**config.mk**
```make
export PLATFORM = sky130hd
export DESIGN_NAME = lsu_axi_rd_responder_flat
export DESIGN_NICKNAME = d
export VERILOG_FILES = /design/src/rtl/lsu_axi_rd_responder_pkg.sv /design/src/rtl/lsu_axi_rd_responder_if.sv /design/src/rtl/lsu_axi_rd_responder_skid_fifo.sv /design/src/rtl/lsu_axi_rd_responder.sv /design/src/flat_wrapper.sv
export SDC_FILE = /design/constraint.sdc
export NUM_CORES = 1
export LEC_CHECK = 0
export BUFFER_PORTS_ARGS = -buffer_cell sky130_fd_sc_hd__buf_2
export CORE_MARGIN = 2
export CORE_UTILIZATION = 50
export DETAILED_ROUTE_END_ITERATION = 12
export PLACE_DENSITY = 0.75
export SLEW_MARGIN = 30
export SYNTH_ARGS = -nofsm -noshare
export SYNTH_HDL_FRONTEND = slang
export SYNTH_SLANG_ARGS = --single-unit
```
**constraint.sdc**
```tcl
create_clock -name clk -period 6.8 [get_ports clk]
set_input_delay 0.68 -clock clk [delete_from_list [all_inputs] [get_ports clk]]
set_output_delay 0.68 -clock clk [all_outputs]
set_load 0.05 [all_outputs]
```
**src/rtl/lsu_axi_rd_responder_pkg.sv**
```systemverilog
// lsu_axi_pkg: shared response/burst codes, FSM states and beat record for the LSU read responder.
`default_nettype none

package lsu_axi_pkg;

  localparam logic [1:0] RESP_OKAY   = 2'b00;
  localparam logic [1:0] RESP_SLVERR = 2'b10;
  localparam logic [1:0] RESP_DECERR = 2'b11;
  localparam logic [1:0] BURST_INCR  = 2'b01;
  localparam logic [2:0] SIZE_8B     = 3'd3;

  typedef enum logic [1:0] {
    IDLE  = 2'd0,
    ISSUE = 2'd1,
    DRAIN = 2'd2
  } rd_state_e;

  typedef struct packed {
    logic [7:0]  id;
    logic [63:0] data;
    logic [1:0]  resp;
    logic        last;
  } rd_beat_t;

endpackage

`default_nettype wire

```
**src/rtl/lsu_axi_rd_responder_if.sv**
```systemverilog
// lsu_axi_rd_responder_if: AR request and R beat channels between the LSU read initiator and the responder.
`default_nettype none

interface lsu_axi_rd_responder_if;

  logic [7:0]  lsu_axi_arid;
  logic [9:0]  lsu_axi_araddr;
  logic [7:0]  lsu_axi_arlen;
  logic [2:0]  lsu_axi_arsize;
  logic [1:0]  lsu_axi_arburst;
  logic [2:0]  lsu_axi_arstr;
  logic [7:0]  lsu_axi_arnum;
  logic        lsu_axi_arvld;
  logic        axi_lsu_arrdy;
  logic [7:0]  axi_lsu_rid;
  logic [63:0] axi_lsu_rdata;
  logic [1:0]  axi_lsu_rresp;
  logic        axi_lsu_rlast;
  logic        axi_lsu_rvld;
  logic        lsu_axi_rrdy;

  modport master (
    output lsu_axi_arid, lsu_axi_araddr, lsu_axi_arlen, lsu_axi_arsize,
           lsu_axi_arburst, lsu_axi_arstr, lsu_axi_arnum, lsu_axi_arvld, lsu_axi_rrdy,
    input  axi_lsu_arrdy, axi_lsu_rid, axi_lsu_rdata, axi_lsu_rresp, axi_lsu_rlast, axi_lsu_rvld
  );

  modport slave (
    input  lsu_axi_arid, lsu_axi_araddr, lsu_axi_arlen, lsu_axi_arsize,
           lsu_axi_arburst, lsu_axi_arstr, lsu_axi_arnum, lsu_axi_arvld, lsu_axi_rrdy,
    output axi_lsu_arrdy, axi_lsu_rid, axi_lsu_rdata, axi_lsu_rresp, axi_lsu_rlast, axi_lsu_rvld
  );

endinterface

`default_nettype wire

```
**src/rtl/lsu_axi_rd_responder_skid_fifo.sv**
```systemverilog
// axi_rd_skid_fifo: 2-entry beat FIFO absorbing the read pipeline while R is backpressured.
`default_nettype none

module axi_rd_skid_fifo
  import lsu_axi_pkg::*;
(
  input  logic     clk,
  input  logic     rst,
  input  logic     push_i,
  input  rd_beat_t push_data_i,
  input  logic     pop_i,
  output rd_beat_t head_o,
  output logic [1:0] count_o
);

  rd_beat_t   mem_q [2];
  logic       wr_ptr_q;
  logic       rd_ptr_q;
  logic [1:0] count_q;

  always_ff @(posedge clk or posedge rst) begin
    if (rst) begin
      mem_q[0] <= '0;
      mem_q[1] <= '0;
      wr_ptr_q <= 1'b0;
      rd_ptr_q <= 1'b0;
      count_q  <= 2'd0;
    end else begin
      if (push_i) begin
        mem_q[wr_ptr_q] <= push_data_i;
        wr_ptr_q        <= ~wr_ptr_q;
      end
      if (pop_i) begin
        rd_ptr_q <= ~rd_ptr_q;
      end
      count_q <= count_q + {1'b0, push_i} - {1'b0, pop_i};
    end
  end

  assign head_o  = mem_q[rd_ptr_q];
  assign count_o = count_q;

endmodule

`default_nettype wire

```
**src/rtl/lsu_axi_rd_responder.sv**
```systemverilog
// lsu_axi_rd_responder: walks a strided multi-segment read burst over a sync-read word memory and returns R beats.
`default_nettype none

module lsu_axi_rd_responder
  import lsu_axi_pkg::*;
#(
  parameter int DEPTH  = 1024,
  parameter int DATA_W = 64
) (
  input  logic                  clk,
  input  logic                  rst,
  lsu_axi_rd_responder_if.slave axi,
  output logic                  mem_rd_en,
  output logic [9:0]            mem_rd_addr,
  input  logic [DATA_W-1:0]     mem_rd_data
);

  rd_state_e  state_q, state_d;
  logic [7:0] id_q, id_d;
  logic [7:0] len_q, len_d;
  logic [2:0] str_q, str_d;
  logic [7:0] num_q, num_d;
  logic       err_q, err_d;
  logic [9:0] base_q, base_d;
  logic [7:0] beat_q, beat_d;
  logic [7:0] seg_q, seg_d;
  logic       arrdy_q, arrdy_d;
  logic       pv_q, pv_d;
  logic       pr_q, pr_d;
  logic [1:0] presp_q, presp_d;
  logic       plast_q, plast_d;

  logic [9:0] w_addr;
  logic [9:0] w_stride;
  logic [1:0] w_resp;
  logic       w_oob, w_last, w_credit, w_issue, w_ar_hs;
  logic       w_empty, w_rvld, w_pop, w_push, w_final_hs;
  logic [1:0] w_fifo_cnt;
  rd_beat_t   w_pipe, w_head, w_fifo_head;

  assign w_addr   = base_q + {2'd0, beat_q};
  assign w_stride = ({2'd0, len_q} + 10'd1) << str_q;
  assign w_oob    = 32'(w_addr) >= 32'(DEPTH);
  assign w_resp   = err_q ? RESP_SLVERR : (w_oob ? RESP_DECERR : RESP_OKAY);
  assign w_last   = (beat_q == len_q) && (seg_q == num_q);
  // Storage is FIFO plus the one beat in the memory pipeline; never issue past it.
  assign w_credit = ({1'b0, w_fifo_cnt} + {2'd0, pv_q}) <= 3'd1;
  assign w_issue  = (state_q == ISSUE) && w_credit;
  assign w_ar_hs  = (state_q == IDLE) && axi.lsu_axi_arvld && arrdy_q;

  always_comb begin
    state_d     = state_q;
    id_d        = id_q;
    len_d       = len_q;
    str_d       = str_q;
    num_d       = num_q;
    err_d       = err_q;
    base_d      = base_q;
    beat_d      = beat_q;
    seg_d       = seg_q;
    pv_d        = w_issue;
    pr_d        = w_issue && (w_resp == RESP_OKAY);
    presp_d     = w_resp;
    plast_d     = w_last;
    mem_rd_en   = 1'b0;
    mem_rd_addr = w_addr;
    case (state_q)
      IDLE: begin
        if (w_ar_hs) begin
          state_d = ISSUE;
          id_d    = axi.lsu_axi_arid;
          len_d   = axi.lsu_axi_arlen;
          str_d   = axi.lsu_axi_arstr;
          num_d   = axi.lsu_axi_arnum;
          err_d   = (axi.lsu_axi_arburst != BURST_INCR) || (axi.lsu_axi_arsize != SIZE_8B);
          base_d  = axi.lsu_axi_araddr;
          beat_d  = 8'd0;
          seg_d   = 8'd0;
        end
      end
      ISSUE: begin
        if (w_issue) begin
          mem_rd_en = (w_resp == RESP_OKAY);
          if (beat_q == len_q) begin
            beat_d = 8'd0;
            seg_d  = seg_q + 8'd1;
            base_d = base_q + w_stride;
          end else begin
            beat_d = beat_q + 8'd1;
          end
          if (w_last) begin
            state_d = DRAIN;
          end
        end
      end
      DRAIN: begin
        if (w_final_hs) begin
          state_d = IDLE;
        end
      end
      default: state_d = IDLE;
    endcase
    arrdy_d = (state_d == IDLE);
  end

  always_ff @(posedge clk or posedge rst) begin
    if (rst) begin
      state_q <= IDLE;
      id_q    <= 8'd0;
      len_q   <= 8'd0;
      str_q   <= 3'd0;
      num_q   <= 8'd0;
      err_q   <= 1'b0;
      base_q  <= 10'd0;
      beat_q  <= 8'd0;
      seg_q   <= 8'd0;
      arrdy_q <= 1'b0;
      pv_q    <= 1'b0;
      pr_q    <= 1'b0;
      presp_q <= 2'd0;
      plast_q <= 1'b0;
    end else begin
      state_q <= state_d;
      id_q    <= id_d;
      len_q   <= len_d;
      str_q   <= str_d;
      num_q   <= num_d;
      err_q   <= err_d;
      base_q  <= base_d;
      beat_q  <= beat_d;
      seg_q   <= seg_d;
      arrdy_q <= arrdy_d;
      pv_q    <= pv_d;
      pr_q    <= pr_d;
      presp_q <= presp_d;
      plast_q <= plast_d;
    end
  end

  // Memory data is only valid the cycle after the read, so an empty FIFO is bypassed
  // and a beat that is not accepted immediately is parked in the FIFO.
  assign w_pipe     = '{id: id_q, data: (pr_q ? mem_rd_data : 64'd0), resp: presp_q, last: plast_q};
  assign w_empty    = (w_fifo_cnt == 2'd0);
  assign w_rvld     = !w_empty || pv_q;
  assign w_head     = !w_empty ? w_fifo_head : (pv_q ? w_pipe : '0);
  assign w_pop      = !w_empty && axi.lsu_axi_rrdy;
  assign w_push     = pv_q && !(w_empty && axi.lsu_axi_rrdy);
  assign w_final_hs = w_rvld && axi.lsu_axi_rrdy && w_head.last;

  axi_rd_skid_fifo u_fifo (
    .clk         (clk),
    .rst         (rst),
    .push_i      (w_push),
    .push_data_i (w_pipe),
    .pop_i       (w_pop),
    .head_o      (w_fifo_head),
    .count_o     (w_fifo_cnt)
  );

  assign axi.axi_lsu_arrdy = arrdy_q;
  assign axi.axi_lsu_rvld  = w_rvld;
  assign axi.axi_lsu_rid   = w_head.id;
  assign axi.axi_lsu_rdata = w_head.data;
  assign axi.axi_lsu_rresp = w_head.resp;
  assign axi.axi_lsu_rlast = w_head.last;

endmodule

`default_nettype wire

```
**src/flat_wrapper.sv**
```systemverilog
// flat-port wrapper written by rule: the top's interface ports become plain ports
module lsu_axi_rd_responder_flat import lsu_axi_pkg::*;
#(
  parameter int DEPTH  = 1024,
  parameter int DATA_W = 64
)
  (clk, rst, mem_rd_en, mem_rd_addr, mem_rd_data, axi_lsu_axi_arid, axi_lsu_axi_araddr, axi_lsu_axi_arlen, axi_lsu_axi_arsize, axi_lsu_axi_arburst, axi_lsu_axi_arstr, axi_lsu_axi_arnum, axi_lsu_axi_arvld, axi_lsu_axi_rrdy, axi_axi_lsu_arrdy, axi_axi_lsu_rid, axi_axi_lsu_rdata, axi_axi_lsu_rresp, axi_axi_lsu_rlast, axi_axi_lsu_rvld);
  lsu_axi_rd_responder_if axi_i ();
  input  logic clk;
  input  logic rst;
  output logic mem_rd_en;
  output logic [9:0] mem_rd_addr;
  input  logic [DATA_W-1:0] mem_rd_data;
  input wire logic [$bits(axi_i.lsu_axi_arid)-1:0] axi_lsu_axi_arid;
  input wire logic [$bits(axi_i.lsu_axi_araddr)-1:0] axi_lsu_axi_araddr;
  input wire logic [$bits(axi_i.lsu_axi_arlen)-1:0] axi_lsu_axi_arlen;
  input wire logic [$bits(axi_i.lsu_axi_arsize)-1:0] axi_lsu_axi_arsize;
  input wire logic [$bits(axi_i.lsu_axi_arburst)-1:0] axi_lsu_axi_arburst;
  input wire logic [$bits(axi_i.lsu_axi_arstr)-1:0] axi_lsu_axi_arstr;
  input wire logic [$bits(axi_i.lsu_axi_arnum)-1:0] axi_lsu_axi_arnum;
  input wire logic [$bits(axi_i.lsu_axi_arvld)-1:0] axi_lsu_axi_arvld;
  input wire logic [$bits(axi_i.lsu_axi_rrdy)-1:0] axi_lsu_axi_rrdy;
  output wire logic [$bits(axi_i.axi_lsu_arrdy)-1:0] axi_axi_lsu_arrdy;
  output wire logic [$bits(axi_i.axi_lsu_rid)-1:0] axi_axi_lsu_rid;
  output wire logic [$bits(axi_i.axi_lsu_rdata)-1:0] axi_axi_lsu_rdata;
  output wire logic [$bits(axi_i.axi_lsu_rresp)-1:0] axi_axi_lsu_rresp;
  output wire logic [$bits(axi_i.axi_lsu_rlast)-1:0] axi_axi_lsu_rlast;
  output wire logic [$bits(axi_i.axi_lsu_rvld)-1:0] axi_axi_lsu_rvld;
  assign axi_i.lsu_axi_arid = axi_lsu_axi_arid;
  assign axi_i.lsu_axi_araddr = axi_lsu_axi_araddr;
  assign axi_i.lsu_axi_arlen = axi_lsu_axi_arlen;
  assign axi_i.lsu_axi_arsize = axi_lsu_axi_arsize;
  assign axi_i.lsu_axi_arburst = axi_lsu_axi_arburst;
  assign axi_i.lsu_axi_arstr = axi_lsu_axi_arstr;
  assign axi_i.lsu_axi_arnum = axi_lsu_axi_arnum;
  assign axi_i.lsu_axi_arvld = axi_lsu_axi_arvld;
  assign axi_i.lsu_axi_rrdy = axi_lsu_axi_rrdy;
  assign axi_axi_lsu_arrdy = axi_i.axi_lsu_arrdy;
  assign axi_axi_lsu_rid = axi_i.axi_lsu_rid;
  assign axi_axi_lsu_rdata = axi_i.axi_lsu_rdata;
  assign axi_axi_lsu_rresp = axi_i.axi_lsu_rresp;
  assign axi_axi_lsu_rlast = axi_i.axi_lsu_rlast;
  assign axi_axi_lsu_rvld = axi_i.axi_lsu_rvld;
  lsu_axi_rd_responder #(.DEPTH(DEPTH), .DATA_W(DATA_W)) u_core (.clk(clk), .rst(rst), .axi(axi_i), .mem_rd_en(mem_rd_en), .mem_rd_addr(mem_rd_addr), .mem_rd_data(mem_rd_data));
endmodule
```
==> impl_metrics.toml, run 1 <==
[floorplan]
start_util = 0.5129
core_area_mm2 = 0.02196
die_w_um = 154.1
pin_count = 198
die-area_mm2 = 0.02374
chipHeight_um = 154.1
num_rows = 54

[worst_setup_path]
startpoint_type = "flip-flop"
r2r-end = "u_core.base_q[9]$_DFFE_PP0P_"
worst_path_largest_cell_delay_ps = 730
cp_max_fo = 20
cp.arrival_ps = 4350
reg2reg_from = "u_core.str_q[0]$_DFFE_PP0P_"
rrSetupSlack_ps = 2830
critPathKind = "reg2reg"
crit_slowest_cell = "dfrtp_1"
worstPathCellList = "inv_1, nor2_1, o22ai_1, a22o_1, a21oi_1, o21a_1, ha_1, and3_1, a2111o_1, nor3_1, a21oi_1, a31o_2, xnor2_1, mux2i_1, nand2_1"
crit_path_end_kind = "flip-flop"
r2r_cells = 15
required_ps = 7190
cp_common_cell = "a21oi_1"

[global_routing]
grt_max_degree = 147
overflow = 0
grt_usage = 0.2275
grt_pass1_vias = 9042
antenna_found_initial = 2
grt_pass1_wl_um = 45270

[sta]
fin_crit_sh = 0.5833
skew_ps = 11.22
fin_tns_setup_ps = 0
slew_violations = 0
fin_crit_ps = 3966
slew-limit-headroom = 0.4269
worstMarginPinSlew_ps = 859.7
max_freq_ghz = 0.2521
hold_violations = 0
rsz0062_at_grt = "false"
fin_hold_ws_ps = 311.4
setup_violations = 0

[synth]
ys_seq_area_frac = 0.4733
yosysTopAreaCellShare = 0.4733
syn_area_per_cell_um2 = 8.847
syn_nets = 1407
synth.top_cells.by_area = "dfrtp_1 47%, nand2_1 11%, o21ai_0 10%"
postSynth.asyncResetShare = 1.000
synth_flop_cell = "dfrtp_1"
netlist_instances = 1273
synth_edf_count = 0
yosysUniqueCellTypes = 57
ys_seq_elements = 213
ys_warn_count = 0
syn_area_mm2 = 0.01126
yosysTopAreaCell = "dfrtp_1"

[clock_network]
cts_resized = 0
cts_buffer_depth = 3
clockRootBuffer = "clkbuf_16"
insertion_delay_ps = 500
numCtsBuffers = 23
cts_setup_buffers = 0
clock_sinks = 213
h-tree-depth = 1
postCtsHoldBufs = 0
path_clk_slew_ps = 60
cts_tree = "built"

[place]
place_congestion = 0.8589
dpl.hpwl_um = 17410
dpl_cell_area_mm2 = 0.01228
place.port_buffers = 196

[route]
route.detailed.drc = 0
post_drt_wl_per_cell_um = 15.94
avgViaCountPerCell = 5.587
ant_nets = 0
drt_iter0_drc = 636
dr.pass1.iters = 7
vias = 9503
wirelength_um = 27110

[finish]
drive_gt1_frac = 0.1993
layout_common_cells = "315 x nand2_1, 227 x o21ai_0, 210 x dfrtp_1, 196 x buf_2, 80 x mux2i_1"
finalNetCount = 1537
design_area_mm2 = 0.01312
final_util = 0.5973
fill_cells = 1923
area_growth_pct = 16.45
layout_commonest_cell = "nand2_1"

[run]
cap_violations = 0

[pwr]
vdd_ir_drop_max_mv = 0.6384
p_leak_nw = 6.368
powerDensity_mw_per_mm2 = 570.3

[min_path]
hp-class = "in2async"

[outcome]
outcome = "complete, no violations"
area by class of cell:
class | count | area [um2] | area share
Inverter | 14 | 65.06 | 0.004961
Clock buffer | 28 | 614.3 | 0.04684
Antenna cell | 1 | 2.502 | 0.0001908
Clock inverter | 14 | 181.4 | 0.01383
Multi-Input combinational cell | 945 | 5483 | 0.4180
Tap cell | 280 | 350.3 | 0.02671
Timing Repair Buffer | 206 | 1080 | 0.08233
Sequential cell | 213 | 5339 | 0.4071
where the power goes:
group          total [mW]  switching [mW]  leakage, nW  internal (mW)
registers            2.25           0.475         2.81           1.78
clock network        1.30           0.505        0.398          0.799
logic                3.92            2.70         3.16           1.22
Yosys cell counts, drive strengths merged, types with 2 or more instances:
library cell / number
nor3: 5
nand2b: 4
o31ai: 3
o21ai: 229
mux2: 20
nor4: 5
o21a: 4
or3: 4
nand2: 316
and2: 3
dfrtp: 213
a21o: 7
mux2i: 80
clkbuf: 72
and3: 11
nand3: 19
inv: 13
xnor2: 15
nor2: 44
nand4: 61
or2: 2
o22ai: 7
a311oi: 2
a31oi: 5
nand3b: 3
o211ai: 2
nor2b: 6
ha: 22
a22oi: 3
buf: 29
nand4b: 2
fa: 2
xor2: 30
a21oi: 17
worst max-delay path by stage:
stage               slack [ps]                            endpoint  depth (start not counted)                          startpoint
CTS                       2790                axi_axi_lsu_rdata[4]                          6  u_core.u_fifo.count_o[0]$_DFF_PP0_
detailed placement        2880        u_core.base_q[9]$_DFFE_PP0P_                         15         u_core.str_q[0]$_DFFE_PP0P_
global placement          2920        u_core.base_q[9]$_DFFE_PP0P_                         15         u_core.str_q[0]$_DFFE_PP0P_
floorplan                  300  u_core.axi.axi_lsu_arrdy$_DFF_PP0_                          1                                 rst
finish                    2830        u_core.base_q[9]$_DFFE_PP0P_                         15         u_core.str_q[0]$_DFFE_PP0P_
global route              2510        u_core.base_q[9]$_DFFE_PP0P_                         15         u_core.str_q[0]$_DFFE_PP0P_
worst max-delay path: cells and delay by family, from the launching register on:
kind	cells	cell delay (ps)
XOR/XNOR	1	160
buffers and inverters	1	340
AND/OR/NAND/NOR	4	650
AO/OA/AOI/OAI	7	1510
adder cells (fa/ha/maj)	1	270
multiplexers	1	200
flip-flops	1	730
state kept, by name (all words and copies together) (netlist names):
register / count
u_core.len_q: 8
u_core.num_q: 8
u_core.id_q: 8
u_core.beat_q: 8
u_core.base_q: 10
u_core.str_q: 3
u_core.plast_q: 1
u_core.pv_q: 1
u_core.err_q: 1
u_core.seg_q: 8
u_core.pr_q: 1
u_core.u_fifo.count_o: 2
u_core.u_fifo.rd_ptr_q: 1
u_core.u_fifo.mem_q: 148
u_core.state_q: 2
u_core.u_fifo.wr_ptr_q: 1
u_core.axi.axi_lsu_arrdy: 1
u_core.presp_q: 1
kinds of logic after synthesis:
family | share of synthesized area
buffers and inverters | 0.04188
adder cells (fa/ha/maj) | 0.02800
multiplexers | 0.09110
AND/OR/NAND/NOR | 0.1919
XOR/XNOR | 0.03500
other | 0.0003330
AO/OA/AOI/OAI | 0.1385
flip-flops | 0.4733
stage by stage:
| stage | setup slack, ps | cells | total power, mW |
|---|---|---|---|
| floorplan | 297.4 | 1273 | 5.296 |
| global placement | 2923 | 1657 | 6.092 |
| detailed placement | 2878 | 1657 | 6.165 |
| CTS | 2792 | 1699 | 7.507 |
| global route | 2506 | 1700 | 8.007 |
| finish | 2834 | 1701 | 7.479 |
layer usage:
metal | vias up | global-route usage | share of wire
li1 | 4667 | - | -
met1 | 4501 | 0.3204 | 0.46
met2 | 289 | 0.3724 | 0.47
met3 | 44 | 0.03269 | 0.054
met4 | 2 | 0.05785 | 0.018
met5 | - | 0 | 0.00048
Note: power is estimated with default switching activity, not from simulation.
==> run 2, diff against run 1 <==
- clock period: 6.8 -> 3.4 ns (I/O delays scaled with it)
==> impl_metrics.toml, run 2 (synthesis gave the netlist of run 1 again) <==
[finish]
drive_gt1_frac = 0.2125
layout_common_cells = "315 x nand2_1, 226 x o21ai_0, 209 x dfrtp_1, 194 x buf_2, 80 x mux2i_1"
area_growth_pct = 18.38
largest_reg_flops = 148
largest_register = "u_core.u_fifo.mem_q"
top_regs = "u_core.u_fifo.mem_q: 148 flops, u_core.base_q: 10 flops"
finalNetCount = 1561
layout_commonest_cell = "nand2_1"

[floorplan]
pin_count = 198
chipHeight_um = 154.1
die-area_mm2 = 0.02374
core_area_mm2 = 0.02196
die_w_um = 154.1
num_rows = 54
start_util = 0.5129

[global_routing]
antenna_found_initial = 1
overflow = 0
grt_usage = 0.2286
grt_max_degree = 118
grt_pass1_vias = 9037
grt_pass1_wl_um = 45110

[sta]
fin_crit_ps = 3233
fin_crit_sh = 0.9508
fin_tns_setup_ps = 0
skew_ps = 7.274
worstMarginPinSlew_ps = 800.8
slew_violations = 0
finalWorstSetupSlack_ps = 167.2
slew-limit-headroom = 0.4662
setup_violations = 0
max_freq_ghz = 0.3093
hold_violations = 0

[route]
route.detailed.drc = 0
wirelength_um = 27590
avgViaCountPerCell = 5.579
vias = 9602
drt_iter0_drc = 700
ant_nets = 0
post_drt_wl_per_cell_um = 16.03
dr.pass1.iters = 5

[pwr]
p_leak_nw = 6.471
vdd_ir_drop_max_mv = 1.539
powerDensity_mw_per_mm2 = 1143

[worst_setup_path]
critPathTopFamily = "compound AO/OA/AOI/OAI gates"
cp.arrival_ps = 2890
path_buf_inv = 1
worstPathCellList = "ha_1, a21o_1, a21oi_1, nor2b_1, o21a_1, o311a_1, o21a_1, o21ai_1, xnor2_1, buf_4"
reg2reg_from = "u_core.len_q[0]$_DFFE_PP0P_"
crit_path_end_kind = "output port"
startpoint_type = "flip-flop"
cp_common_cell = "o21a_1"
crit_start = "u_core.beat_q[1]$_DFFE_PP0P_"
required_ps = 3060
critPathKind = "reg2out"
crit_slowest_cell = "dfrtp_2"
worst_path_largest_cell_delay_ps = 460
cp_max_fo = 5

[place]
dp_slack_ps = -52.13
place_congestion = 0.8723
dpl.hpwl_um = 18350
place.port_buffers = 196

[clock_network]
cts_tree = "built"
path_clk_slew_ps = 60
insertion_delay_ps = 500
cts_buffer_depth = 3
clockRootBuffer = "clkbuf_16"
clock_sinks = 213
numCtsBuffers = 23
h-tree-depth = 1

[outcome]
outcome = "complete, no violations"

[run]
cap_violations = 0

[min_path]
hp-start = "axi_lsu_axi_arlen[6]"
hp-class = "in2reg"
run 2: report_power, final:
group	switching, mW	internal (mW)
logic	5.57	2.68
registers	0.885	3.56
clock network	0.980	1.55
run 2: layer usage:
metal / vias to the layer above / global-route usage / part of all wire
li1: 4706 / - / -
met1: 4592 / 0.3190 / 0.46
met4: 2 / 0.05296 / 0.016
met3: 39 / 0.03100 / 0.052
met5: - / 0 / 0.00047
met2: 263 / 0.3818 / 0.47
run 2: area by class of cell:
| class | count | area [um2] |
|---|---|---|
| antenna | 1 | 2.502 |
| clock buffer | 32 | 649.4 |
| clock inverter | 6 | 108.9 |
| fill | 1932 | 8627 |
| inverter | 14 | 56.30 |
| multi-input combinational | 945 | 5514 |
| sequential | 213 | 5340 |
| tap | 280 | 350.3 |
| timing repair buffer | 230 | 1310 |
run 2: worst paths after layout:
path                       slack (ps)  cells after the start                                   to
min                                30                      3          u_core.len_q[6]$_DFFE_PP0P_
min reg2reg                       480                      2  u_core.u_fifo.mem_q[15]$_DFFE_PP0P_
min in group asynchronous         480                      3          u_core.num_q[7]$_DFFE_PP0P_
max in group asynchronous        2030                      4  u_core.u_fifo.mem_q[78]$_DFFE_PP0P_
max                               170                     10                       mem_rd_addr[9]
max reg2reg                       170                     13         u_core.base_q[9]$_DFFE_PP0P_
run 2: worst reg2reg max path, delay by kind of cell, from the launching register on:
kind,cells,cell delay [ps]
AO/OA/AOI/OAI,5,1080
adder cells (fa/ha/maj),2,660
AND/OR/NAND/NOR,4,650
flip-flops,1,400
multiplexers,1,190
XOR/XNOR,1,140
run 2: stage by stage:
| step | utilization | hold WS (ps) | cells | area (um2) | total power, mW |
|---|---|---|---|---|---|
| 2_1_floorplan | - | 395.1 | 1273 | 11270 | 10.59 |
| 3_3_place_gp | 0.5695 | 460.7 | 1679 | 12500 | 12.42 |
| 3_5_place_dp | 0.5695 | 463.1 | 1679 | 12500 | 12.58 |
| 4_1_cts | 0.6050 | 9.441 | 1718 | 13280 | 15.21 |
| 5_1_grt | 0.6070 | 26.09 | 1720 | 13330 | 16.26 |
| 6_report | 0.6071 | 29.14 | 1721 | 13330 | 15.23 |
run 2: repair_timing:
action	in CTS	in global routing
hold buffers	1	0
endpoints found under the setup margin	1	3
endpoints found under the hold margin	22	0
gates resized for setup	2	8
buffers inserted	0	2
pin swaps	1	7
